===== src/rtl/sync_fifo_param.sv =====
// Parameterised single-clock FIFO with standard or first-word-fall-through read,
// occupancy count, almost-full/empty thresholds, synchronous flush and sticky error flags.
module sync_fifo_param #(
    parameter int WIDTH    = 8,
    parameter int DEPTH    = 16,
    parameter int FWFT     = 0,
    parameter int AF_LEVEL = 12,
    parameter int AE_LEVEL = 4
) (
    input  logic                   clk,
    input  logic                   rst,
    input  logic                   flush,
    input  logic                   wr_en,
    input  logic [WIDTH-1:0]       wr_data,
    input  logic                   rd_en,
    output logic [WIDTH-1:0]       rd_data,
    output logic                   rd_valid,
    output logic                   full,
    output logic                   empty,
    output logic                   almost_full,
    output logic                   almost_empty,
    output logic [$clog2(DEPTH):0] count,
    output logic                   overflow,
    output logic                   underflow
);

    localparam int AW = $clog2(DEPTH);

    localparam logic [AW:0] DEPTH_C = (AW+1)'(DEPTH);
    localparam logic [AW:0] AF_C    = (AW+1)'(AF_LEVEL);
    localparam logic [AW:0] AE_C    = (AW+1)'(AE_LEVEL);

    logic [WIDTH-1:0] mem [DEPTH];
    logic [AW:0]      wptr;
    logic [AW:0]      rptr;
    logic             push_ok;
    logic             pop_ok;

    // Flags depend only on the registered count, never on the request inputs.
    assign full         = (count == DEPTH_C);
    assign empty        = (count == '0);
    assign almost_full  = (count >= AF_C);
    assign almost_empty = (count <= AE_C);

    // A push into a full FIFO is accepted only when a pop frees the slot in the same cycle.
    always_comb begin
        pop_ok  = rd_en & ~empty;
        push_ok = wr_en & (~full | pop_ok);
    end

    always_ff @(posedge clk or posedge rst) begin
        if (rst) begin
            wptr      <= '0;
            rptr      <= '0;
            count     <= '0;
            overflow  <= 1'b0;
            underflow <= 1'b0;
        end else if (flush) begin
            wptr      <= '0;
            rptr      <= '0;
            count     <= '0;
            overflow  <= 1'b0;
            underflow <= 1'b0;
        end else begin
            if (push_ok) wptr <= wptr + 1'b1;
            if (pop_ok)  rptr <= rptr + 1'b1;
            case ({push_ok, pop_ok})
                2'b10:   count <= count + 1'b1;
                2'b01:   count <= count - 1'b1;
                default: count <= count;
            endcase
            if (wr_en & ~push_ok) overflow  <= 1'b1;
            if (rd_en & ~pop_ok)  underflow <= 1'b1;
        end
    end

    always_ff @(posedge clk) begin
        if (push_ok && !flush) mem[wptr[AW-1:0]] <= wr_data;
    end

    generate
        if (FWFT != 0) begin : g_fwft
            // Head word is presented straight from the array while the FIFO holds data.
            always_comb begin
                rd_valid = ~empty;
                rd_data  = empty ? '0 : mem[rptr[AW-1:0]];
            end
        end else begin : g_std
            always_ff @(posedge clk or posedge rst) begin
                if (rst) begin
                    rd_data  <= '0;
                    rd_valid <= 1'b0;
                end else if (flush) begin
                    rd_data  <= '0;
                    rd_valid <= 1'b0;
                end else begin
                    rd_valid <= pop_ok;
                    if (pop_ok) rd_data <= mem[rptr[AW-1:0]];
                end
            end
        end
    endgenerate

endmodule


===== config.mk =====
export PLATFORM = sky130hd
export DESIGN_NAME = sync_fifo_param
export DESIGN_NICKNAME = d
export VERILOG_FILES = /design/src/rtl/sync_fifo_param.sv
export SDC_FILE = /design/constraint.sdc
export NUM_CORES = 1
export LEC_CHECK = 0
export BUFFER_PORTS_ARGS = -buffer_cell sky130_fd_sc_hd__buf_2
export CORE_MARGIN = 4
export CORE_UTILIZATION = 40
export DETAILED_ROUTE_END_ITERATION = 6
export HOLD_SLACK_MARGIN = 0.05
export MAX_ROUTING_LAYER = met4
export SLEW_MARGIN = 20
export SYNTH_ARGS = -nofsm -noshare
export SYNTH_HDL_FRONTEND = slang
export SYNTH_SLANG_ARGS = --single-unit
export TNS_END_PERCENT = 50

===== constraint.sdc =====
create_clock -name clk -period 6.8 [get_ports clk]
set_input_delay 1.02 -clock clk [delete_from_list [all_inputs] [get_ports clk]]
set_output_delay 1.02 -clock clk [all_outputs]
set_load 0.02 [all_outputs]

Yosys cells after proc, flatten, opt, wreduce, memory -nomap -nowiden. Memory sizes are Yosys's and may differ from the RTL's. Index checks and enable logic that the tools add are counted.

Add/subtract/negate cells: 4. Order comparisons: 2. Equal/unequal tests: 3. Mux-type cells: 15. Bitwise logic cells: 9. Reduce and logical (&&, ||, !) cells: 8.

Operators with widths (count): two-way mux 5 bit (5); two-way mux 8 bit (2); adder 5 x 1 -> 5 bit, second input constant (3); case mux 5 bit (2 select lines) (1); nonzero test 2 bit (4); two-way mux 1 bit (7); == test 5 bit, second input constant (1); greater-or-equal comparator 5 x 4 -> 1 bit, second input constant (1); less-or-equal comparator 5 x 3 -> 1 bit, second input constant (1); logical NOT 5 bit (1); subtractor 5 x 1 -> 5 bit, second input constant (1); bitwise AND 1 bit (4); NOT 1 bit (4); nonzero test 3 bit (1); == test 2 x 1 -> 1 bit, second input constant (1); == test 2 bit, second input constant (1); logical AND 1 bit (1); logical NOT 1 bit (1); bitwise OR 1 bit (1).

Register bits after elaboration: 26. Bits in writable memories: 128. Bits of input ports: 13. Output and inout port bits: 20. Logic and storage cells: 49. Memories kept: 1.

Memory list: mem (depth 16, width 8, rd ports 1, clocked after memory_dff 0, wr ports 1, RTL line 33) `logic [WIDTH-1:0] mem [DEPTH];`.

Depth between registers and ports, before layout. Gate-level depths: netlist of run 1.

Word-level depth: 9. Gate-level depth with buffers: 10. Depth with buffers taken out: 10.

Worst setup path before layout of run 1. Ideal clock, no wire load.

Path kind: input to register. Start point: input rd_en. End point: register count[4]. Setup time: 0.082 ns. Data arrival time: 2.856 ns. Required time: 6.718 ns. Slack: 3.863 ns. Stages on the path: 9. Buffers on the path: 0. Cells stage by stage: a21boi_1 -> nand2b_1 -> inv_1 -> ha_1 -> nor2b_1 -> o21a_1 -> or4_1 -> a21o_1 -> a31oi_1.

Word-level cells in the longest chain between the ends: 6. Elaborated cells between the ends (all ways): 8. Classes of those cells: eq/ne (2); mux (2); bitwise (3); reduce/logical (1).

Ends and longest elaborated chain: start: declaration (RTL line 15) `input logic rd_en,`; bitwise AND 1 bit * (RTL line 47) `pop_ok = rd_en & ~empty;`; bitwise OR 1 bit (RTL line 48) `push_ok = wr_en & (~full | pop_ok);`; bitwise AND 1 bit (RTL line 48); == test 2 x 1 -> 1 bit or == test 2 bit (tied branches) (RTL line 67) `case ({push_ok, pop_ok})`; case mux 5 bit (2 select lines) (RTL line 67); two-way mux 5 bit (RTL line 58) `end else if (flush) begin`; end signal: assignment (RTL line 68) `2'b10: count <= count + 1'b1;`; end signal: assignment (RTL line 69) `2'b01: count <= count - 1'b1;`; end signal: assignment (RTL line 70) `default: count <= count;`; end: declaration (RTL line 22) `output logic [$clog2(DEPTH):0] count,`.

Mark *: on every way between the ends. The rest lies on a longest branch, timed or not. A chain may end at the register's enable or synchronous reset.

Worst setup path in the final report of run 1. Same ends and word-level chain as after synthesis.

==> results of run 1 <==
## power by group through the flow
stage / clock, mW / combinational (mW) / sequential (mW)
2_1_floorplan: 0 / 0.408 / 1.15
3_3_place_gp: 0 / 0.585 / 1.12
3_5_place_dp: 0 / 0.594 / 1.12
4_1_cts: 0.949 / 0.597 / 1.10
5_1_grt: 0.994 / 0.645 / 1.10
6_report: 0.929 / 0.585 / 1.10
## registers in the layout, summed over array words and instances, names as in the netlist
register and count:
rd_data 8, wptr 4, mem 128, count 5, rptr 4, overflow 1
rd_valid 1, underflow 1
## per-layer routing
layer  share of wire (%)  vias to the layer above
met3                 4.8                        9
met4                 1.2                        0
met2                  50                       66
met1                  44                     1540
met5                   0                        -
li1                    -                     1414
## cell type report
| cell class | count | area (µm²) | share of cell area (%) |
|---|---|---|---|
| clock buffers | 22 | 474 | 6.64 |
| clock inverters | 10 | 120 | 1.68 |
| inverters | 7 | 26.3 | 0.368 |
| multi-input cells | 163 | 1650 | 23.2 |
| flip-flops and latches | 152 | 4450 | 62.3 |
| well taps | 188 | 235 | 3.30 |
| repair buffers | 35 | 183 | 2.56 |
## cells in the final DEF (no fill, tap or decap), drive strengths merged, types with 8 or more instances in the layout
cell type and n:
mux4 32, o221ai 8, nor2 34, dfrtp 24
mux2i 19, clkbuf 22, nand3b 10, buf 35
edfxtp 128, ha 8, nand2 11
## worst max-delay path, cell delays in order
cell      delay (ns)
buf_2           0.15
a21boi_1        0.44
nand2b_1        0.16
inv_1           0.13
ha_1            0.27
nor2b_1         0.15
o21a_1          0.20
or4_1           0.41
a21o_1          0.19
a31oi_1         0.16
## path summary, 6_finish.rpt
check / slack (ns) / to / depth (start not counted)
worst max-delay path: 3.85 / count[4]$_DFFE_PP0P_ / 10
max in group asynchronous: 5.62 / rptr[0]$_DFFE_PP0P_ / 2
worst min-delay path: 0.50 / overflow$_DFFE_PP0P_ / 2
worst min register to register: 0.50 / overflow$_DFFE_PP0P_ / 2
worst max register to register: 3.92 / count[4]$_DFFE_PP0P_ / 10
min in group asynchronous: 0.70 / overflow$_DFFE_PP0P_ / 2
## cells by family (layout without fill, tap and decap cells)
| kind of cell | after synthesis | after routing | share of synthesized area (%) |
|---|---|---|---|
| AOI/OAI and AO/OA | 25 | 25 | 3.01 |
| xor gates and xnor gates | 9 | 9 | 1.27 |
| adders and majority gates | 9 | 9 | 1.94 |
| buffers and inverters | 24 | 74 | 1.58 |
| DFF | 152 | 152 | 71.7 |
| muxes | 52 | 52 | 15.1 |
| and+or+nand+nor | 68 | 68 | 5.31 |
==> summary.txt, run 1 <==
CTS
  – H-tree Lvls: 4
  – TritonCTS buffer count: 17
  – Hold-fix buffers, CTS: 0
  – CTS Sinks: 152
  – Max Root-Sink Buffers: 2
  – Post-CTS Setup Bufs: 0
  – Root Driver: clkbuf_16
  – Clock-pin slew on the worst setup and hold paths: 0.06 ns
  – CTS resizes: 0
  – CTS tree: done
  – Clk Latency, worst-skew pair: 0.42 ns

Global route
  – Largest net degree at the start of global routing: 36
  – Initial antenna violation count: 0
  – GRT Max-Usage Layer: met2
  – Remaining Overflow, GRT: 0
  – Gr usage total: 15.1%
  – Vias in the first global route: 3283
  – GR Util met1: 19.1%
  – Grt met3 use: 4.14%
  – GR Util met2: 23.3%
  – First-pass GRT wire length: 18900 µm

Routing
  – WL per Instance: 20.6 µm
  – Via count: 3029
  – Final wirelength: 11900 µm
  – Via density: 5.25
  – Drt drc: 0
  – DR iter-0 viols: 258
  – First-pass DRT Iterations: 4
  – Final ANT Viol Nets: 0

Setup path
  – CP Launch Type: input port
  – Origin of the critical flop-to-flop path: count[0]$_DFFE_PP0P_
  – CP Class: input port to register
  – CP Max Fanout: 8
  – Critical Path Sink Type: register
  – CP startpoint: rd_en
  – Worst EP required: 7.13 ns
  – WP data arrival: 3.28 ns

Power and ir drop
  – Max VDD drop: 0.192 mV
  – Sw Share: 27.7%
  – Cell area power density: 366 nW/µm²
  – Switching pwr: 0.724 mW
  – Internal power: 1.89 mW
  – Clock share of power: 35.6%
  – P_leak: 2.42 nW
  – Sequential Power Share: 42.0%
  – Power Total: 2.61 mW
  – Combinational share of power: 22.4%

Synth
  – Syn Inst Count: 339
  – Syn Std Cell Area: 6190 µm²
  – Number of synthesized flops with an enable pin: 128
  – Ys flop type: edfxtp_1
  – Yosys warns: 0
  – Synthesized net count: 361
  – Count leader, synth: edfxtp_1
  – Share of the synthesized area in the top cell type: 62.0%
  – Netlist cell types: 37
  – Synth area leaders: edfxtp_1, mux4_2, dfrtp_1, mux2i_1, nor2_1
  – Post-synth top cells: edfxtp_1, nor2_1, mux4_2, dfrtp_1, mux2i_1
  – Synth area leader: edfxtp_1
  – Sequential share of the synthesized area: 71.7%
  – Syn Area/Cell: 18.3 µm²
  – Ys async rst share: 15.8%
  – Seq cells post-synth: 152

Placed design
  – Port Buffers: 32
  – Inst Count DP: 545
  – Routability cong.: 0.803
  – Pre-CTS setup slack: 3.45 ns
  – Area post-placement: 6540 µm²
  – HPWL Detailed: 7190 µm

Floorplan
  – Die width: 132 µm
  – Total core area: 15200 µm²
  – Die H: 132 µm
  – Site row count: 45
  – Area of the die: 17500 µm²
  – Initial core utilization: 40.7%
  – Top Ports: 33

STA
  – Final Hold Slack: 0.501 ns
  – Final setup viols: 0
  – RSZ-0062 raised after global routing: no
  – Period utilization: 43.4%
  – Worst slew margin: 25.8%
  – Max Transition Viols Final: 0
  – Worst-Margin Slew: 1.11 ns
  – Skew final: 0.00895 ns
  – Final Hold Vio Count: 0
  – Fmax achieved: 339 MHz
  – Fin Setup TNS: 0 ns
  – Fin worst setup slack: 3.85 ns
  – Fin crit period: 2.95 ns

Finish
  – Final Core Density: 46.9%
  – Share of layout cells above drive strength 1: 26.0%
  – Net count, final: 398
  – Fillcell total: 1284
  – Antenna diode count: 0
  – Cell Count, Final, Fillers Out: 577
  – Design area: 7140 µm²
  – P&R area growth vs syn: 15.2%

Job
  – Max-cap viol count: 0

Worst hold path
  – Hold Crit Class: register to register
  – Worst hold start: overflow$_DFFE_PP0P_

Run status
  – Outcome: finished clean
No activity file was read; power rests on OpenSTA's default activity.
==> run 2: changes to the inputs <==
--- a/config.mk
+++ b/config.mk
@@ -5,6 +5,7 @@
 export SDC_FILE = /design/constraint.sdc
 export NUM_CORES = 1
 export LEC_CHECK = 0
+export ABC_AREA = 1
 export BUFFER_PORTS_ARGS = -buffer_cell sky130_fd_sc_hd__buf_2
 export CORE_MARGIN = 4
 export CORE_UTILIZATION = 40
==> constraint.sdc (replaced) <==
create_clock -name clk -period 2.9 [get_ports clk]
set_input_delay 0.435 -clock clk [delete_from_list [all_inputs] [get_ports clk]]
set_output_delay 0.435 -clock clk [all_outputs]
set_load 0.02 [all_outputs]
==> summary.txt, run 2 <==
Routing
  – Via count: 4704
  – WL per Instance: 16.4 µm
  – DR iter-0 viols: 428
  – First-pass DRT Iterations: 5
  – Drt drc: 0
  – Final wirelength: 15700 µm
  – Final ANT Viol Nets: 0
  – Via density: 4.92

Synth
  – Ys async rst share: 15.8%
  – Post-synth top cells: nand2_1, edfxtp_1, inv_1, nand3_1, nor2_1
  – Number of synthesized flops with an enable pin: 128
  – Count leader, synth: nand2_1
  – Seq cells post-synth: 152
  – Syn Area/Cell: 9.86 µm²
  – Syn Inst Count: 696
  – Ys flop type: edfxtp_1
  – Syn Std Cell Area: 6860 µm²
  – Yosys warns: 0
  – Synth area leaders: edfxtp_1, nand2_1, dfrtp_1, nand3_1, inv_1
  – Share of the synthesized area in the top cell type: 56.0%
  – Synthesized net count: 718
  – Netlist cell types: 27
  – Sequential share of the synthesized area: 64.8%
  – Synth area leader: edfxtp_1

CTS
  – Root Driver: clkbuf_16
  – CTS tree: done
  – Clk Latency, worst-skew pair: 0.42 ns
  – Clock-pin slew on the worst setup and hold paths: 0.06 ns
  – CTS resizes: 0
  – Hold-fix buffers, CTS: 0
  – Max Root-Sink Buffers: 2
  – TritonCTS buffer count: 17
  – CTS Sinks: 152
  – Post-CTS Setup Bufs: 0
  – H-tree Lvls: 4

STA
  – Final Hold Slack: 0.233 ns
  – Fmax achieved: 485 MHz
  – Max Transition Viols Final: 0
  – Fin crit period: 2.06 ns
  – Final Hold Vio Count: 0
  – RSZ-0062 raised after global routing: no
  – Fin Setup TNS: 0 ns
  – Final setup viols: 0
  – Worst-Margin Slew: 1.05 ns
  – Period utilization: 71.1%
  – Skew final: 0.00909 ns
  – Worst slew margin: 29.8%

Floorplan
  – Site row count: 47
  – Area of the die: 19300 µm²
  – Top Ports: 33
  – Initial core utilization: 41.1%
  – Total core area: 16700 µm²
  – Die H: 139 µm
  – Die width: 139 µm

Power and ir drop
  – Power Total: 6.30 mW
  – Switching pwr: 1.97 mW
  – Combinational share of power: 23.8%
  – Sw Share: 31.2%
  – P_leak: 3.46 nW
  – Clock share of power: 36.0%
  – Max VDD drop: 0.464 mV
  – Cell area power density: 809 nW/µm²
  – Internal power: 4.33 mW
  – Sequential Power Share: 40.3%

Finish
  – P&R area growth vs syn: 13.4%
  – Final Core Density: 46.6%
  – Net count, final: 746
  – Reg area: 4450 µm²
  – Share of layout cells above drive strength 1: 10.7%
  – Multi-input gate area: 1810 µm²
  – Commonest non-fill, non-tap cell in the layout: nand2_1
  – Antenna diode count: 0
  – Fillcell total: 1570
  – Design area: 7780 µm²
  – Max reg flops: 128
  – Most frequent cells in the layout: nand2_1, edfxtp_1, inv_1, nand3_1, buf_2

Setup path
  – R2R depth: 7
  – Slowest cell on crit path: inv_1
  – Worst EP required: 3.26 ns
  – CP top delay family: simple AND/OR/NAND/NOR gates
  – CP Launch Type: register
  – CP Max Fanout: 33
  – WP data arrival: 2.43 ns
  – Critical Path Sink Type: register
  – Crit path cell chain: inv_1, nand3_1, nand3_1, nand3_1, nand2_1, nand2_1, nand2_1
  – WP depth: 7
  – Slowest stage delay, CP: 0.76 ns
  – CP Class: register to register
  – Critical path buffer and inverter count: 1

Global route
  – Initial antenna violation count: 0
  – First-pass GRT wire length: 25000 µm
  – Gr usage total: 17.4%
  – Largest net degree at the start of global routing: 67
  – Vias in the first global route: 4659
  – Remaining Overflow, GRT: 0

Job
  – Max-cap viol count: 0

Worst hold path
  – Hold Crit Class: input port to asynchronous set/reset pin

Run status
  – Outcome: finished clean

Placed design
  – Port Buffers: 32
  – HPWL Detailed: 10300 µm
  – Area post-placement: 7170 µm²
  – Routability cong.: 0.886
[run 2: changes by cell type in the layout (fill, tap and decap cells not counted), moves of 7 or more]
cell / delta
mux2i_1: -18
mux4_2: -32
o221ai_1: -8
inv_1: +105
nor2_1: -7
nand3_1: +111
nand3b_1: -9
nand2_1: +209
[run 2: per-stage QoR]
stage | instances | worst slack, ns
floorplan | 696 | 0.967
global placement | 925 | 0.754
detailed placement | 925 | 0.679
CTS | 957 | 0.824
global route | 957 | 0.592
finish | 957 | 0.837
[run 2: routing by layer]
| layer | track usage, % | up-vias | share of wire, % |
|---|---|---|---|
| li1 | - | 2295 | - |
| met1 | 22.2 | 2224 | 45 |
| met2 | 26.4 | 144 | 46 |
| met3 | 4.97 | 41 | 5.7 |
| met4 | 7.00 | 0 | 3.1 |
| met5 | - | - | 0 |
[run 2: area by class of cell]
type                       instances  share of cell area [%]
multi-input combinational        399                    23.3
sequential                       152                    57.1
clock inverter                    13                    2.30
inverter                         117                    5.66
tap                              220                    3.54
timing repair buffer              37                    2.54
clock buffer                      19                    5.56
[run 2: worst paths after layout]
path / end / slack (ns) / start
worst min register to register: rd_data[1]$_DFFE_PP0P_ / 0.47 / rd_data[1]$_DFFE_PP0P_
min in group clk: underflow$_DFFE_PP0P_ / 0.30 / flush
max in group asynchronous: rptr[0]$_DFFE_PP0P_ / 1.99 / rst
worst max-delay path: rd_data[5]$_DFFE_PP0P_ / 0.84 / rptr[1]$_DFFE_PP0P_
worst max register to register: rd_data[5]$_DFFE_PP0P_ / 0.84 / rptr[1]$_DFFE_PP0P_
worst min-delay path: rd_data[5]$_DFFE_PP0P_ / 0.23 / rst
[run 2: kinds of logic after synthesis]
family | synth area share [%]
and+or+nand+nor | 22.9
AOI/OAI and AO/OA | 1.22
DFF | 64.8
adders and majority gates | 1.75
buffers and inverters | 8.88
xor gates and xnor gates | 0.511
[run 2: power by group through the flow]
| stage | clock network [mW] | registers (mW) | logic (mW) |
|---|---|---|---|
| final | 2.26 | 2.54 | 1.50 |
| after global placement | 0 | 2.58 | 1.49 |
| after global routing | 2.40 | 2.55 | 1.68 |
| after floorplan | 0 | 2.66 | 1.01 |
| after CTS | 2.29 | 2.54 | 1.50 |
| after detailed placement | 0 | 2.58 | 1.50 |
==> run 3: changes to the inputs <==
==> constraint.sdc (replaced) <==
create_clock -name clk -period 1.84 [get_ports clk]
set_input_delay 0.276 -clock clk [delete_from_list [all_inputs] [get_ports clk]]
set_output_delay 0.276 -clock clk [all_outputs]
set_load 0.02 [all_outputs]
==> summary.txt, run 3 (synthesis results as in run 2) <==
Run status
  – Outcome: finished clean

Floorplan
  – Top Ports: 33
  – Site row count: 47
  – Initial core utilization: 41.1%
  – Area of the die: 19300 µm²
  – Total core area: 16700 µm²
  – Die width: 139 µm
  – Die H: 139 µm

Setup path
  – Critical Path Sink Type: output pin
  – Critical path buffer and inverter count: 3
  – Slowest stage delay, CP: 0.42 ns
  – Worst EP required: 1.56 ns
  – R2R depth: 3
  – CP Max Fanout: 2
  – Origin of the critical flop-to-flop path: wptr[2]$_DFFE_PP0P_
  – CP startpoint: count[0]$_DFFE_PP0P_
  – CP top delay family: flip-flops
  – Crit path cell chain: nor2_4, buf_6, buf_4, nor2_1, nor3_2, buf_4
  – WP depth: 6
  – Slowest cell on crit path: dfrtp_2
  – Crit-path most repeated cell: buf_4
  – CP Class: register to output pin
  – WP data arrival: 1.55 ns
  – CP Launch Type: register

Power and ir drop
  – Max VDD drop: 0.611 mV
  – Switching pwr: 3.38 mW
  – Sequential Power Share: 39.3%
  – P_leak: 3.62 nW
  – Sw Share: 33.2%
  – Internal power: 6.78 mW
  – Clock share of power: 32.7%
  – Cell area power density: 1240 nW/µm²
  – Combinational share of power: 28.0%

STA
  – Fin crit period: 1.83 ns
  – Skew final: 0.00864 ns
  – RSZ-0062 raised after global routing: yes
  – Fin worst setup slack: 0.0127 ns
  – Final setup viols: 0
  – Final Hold Vio Count: 0
  – Fin Setup TNS: 0 ns
  – Fmax achieved: 547 MHz
  – Worst-Margin Slew: 0.707 ns
  – Max Transition Viols Final: 0
  – Worst slew margin: 52.7%
  – Period utilization: 99.3%

Routing
  – Final wirelength: 16300 µm
  – WL per Instance: 16.4 µm
  – Final ANT Viol Nets: 0
  – Via density: 4.88
  – DR iter-0 viols: 259
  – Via count: 4840
  – First-pass DRT Iterations: 5
  – Drt drc: 0

Finish
  – Antenna diode count: 0
  – Net count, final: 781
  – Max reg flops: 128
  – Fillcell total: 1551
  – Share of layout cells above drive strength 1: 19.0%
  – Commonest non-fill, non-tap cell in the layout: nand2_1
  – P&R area growth vs syn: 19.7%
  – Most frequent cells in the layout: nand2_1, edfxtp_1, nand3_1, inv_1, buf_4

CTS
  – TritonCTS buffer count: 17
  – CTS Sinks: 152
  – H-tree Lvls: 4
  – CTS tree: done
  – Max Root-Sink Buffers: 2
  – Clock-pin slew on the worst setup and hold paths: 0.07 ns
  – Root Driver: clkbuf_16
  – Clk Latency, worst-skew pair: 0.43 ns

Worst hold path
  – Worst hold start: flush
  – Depth of the worst hold-timing path: 3
  – Hold Crit Class: input port to register

Global route
  – Vias in the first global route: 4783
  – Gr usage total: 18.0%
  – First-pass GRT wire length: 26000 µm
  – Largest net degree at the start of global routing: 44
  – Remaining Overflow, GRT: 0
  – Initial antenna violation count: 0

Placed design
  – Port Buffers: 32
  – Routability cong.: 0.849
  – Pre-CTS setup slack: -0.143 ns
  – HPWL Detailed: 10800 µm

Job
  – Max-cap viol count: 0
run 3: cell count changes in the layout (fill, tap and decap cells not counted), sizes merged:
cell / delta
inv: +5
clkinv: -2
dlygate4sd3: +1
clkinvlp: +2
buf: +34
bufinv: -3
clkbuf: -2
run 3: power by group through the flow:
stage               Clock [mW]  Combinational (mW)  Sequential (mW)
floorplan                    0                1.62             4.21
global route              3.54                3.14             4.01
detailed placement           0                2.68             4.06
CTS                       3.38                2.72             3.99
finish                    3.33                2.84             3.99
global placement             0                2.65             4.06
run 3: per-stage QoR:
stage	total power, mW	instance area (µm²)	cells	hold WS [ns]	util (%)
detailed placement	6.74	7460	954	0.352	44.6
floorplan	5.83	6910	696	0.290	-
global route	10.7	8210	992	0.198	49.2
finish	10.2	8210	992	0.196	49.2
CTS	10.1	8090	987	0.168	48.4
global placement	6.71	7460	954	0.332	44.6
run 3: worst min-delay path, delay by kind of cell:
family | cells | cell delay, ns
buf+inv | 2 | 0.25
simple gates | 1 | 0.06
run 3: final cells by class:
class                      count  area (µm²)  share of cell area [%]
sequential                   152        4450                    54.2
multi-input combinational    399        1970                    23.9
timing repair buffer          72         508                    6.19
inverter                     117         443                    5.39
clock buffer                  17         425                    5.18
tap                          220         275                    3.35
clock inverter                15         143                    1.74
run 3: repair_timing:
action                                  4_1_cts  5_1_grt
buffers inserted                              0        5
pin swaps                                     0       10
gates cloned                                  0        0
endpoints found under the hold margin        24        0
gates resized for setup                      19       22
hold buffers                                  1        0
endpoints found under the setup margin      107       49
run 3: path summary, 6_finish.rpt:
check,end,slack (ns)
min reg2reg,rd_data[6]$_DFFE_PP0P_,0.48
max,almost_empty,0.01
max in group asynchronous,count[2]$_DFFE_PP0P_,1.12
min in group asynchronous,rd_data[6]$_DFFE_PP0P_,0.45
min,underflow$_DFFE_PP0P_,0.20
max reg2reg,mem[9][0]$_DFFE_PP_,0.02
run 3: metal layers:
metal | vias up | global-route usage, % | wire length (µm)
li1 | 2364 | - | -
met1 | 2360 | 22.9 | 7360
met2 | 92 | 28.9 | 7990
met3 | 24 | 3.24 | 605
met4 | 0 | 6.64 | 348
met5 | - | - | 0
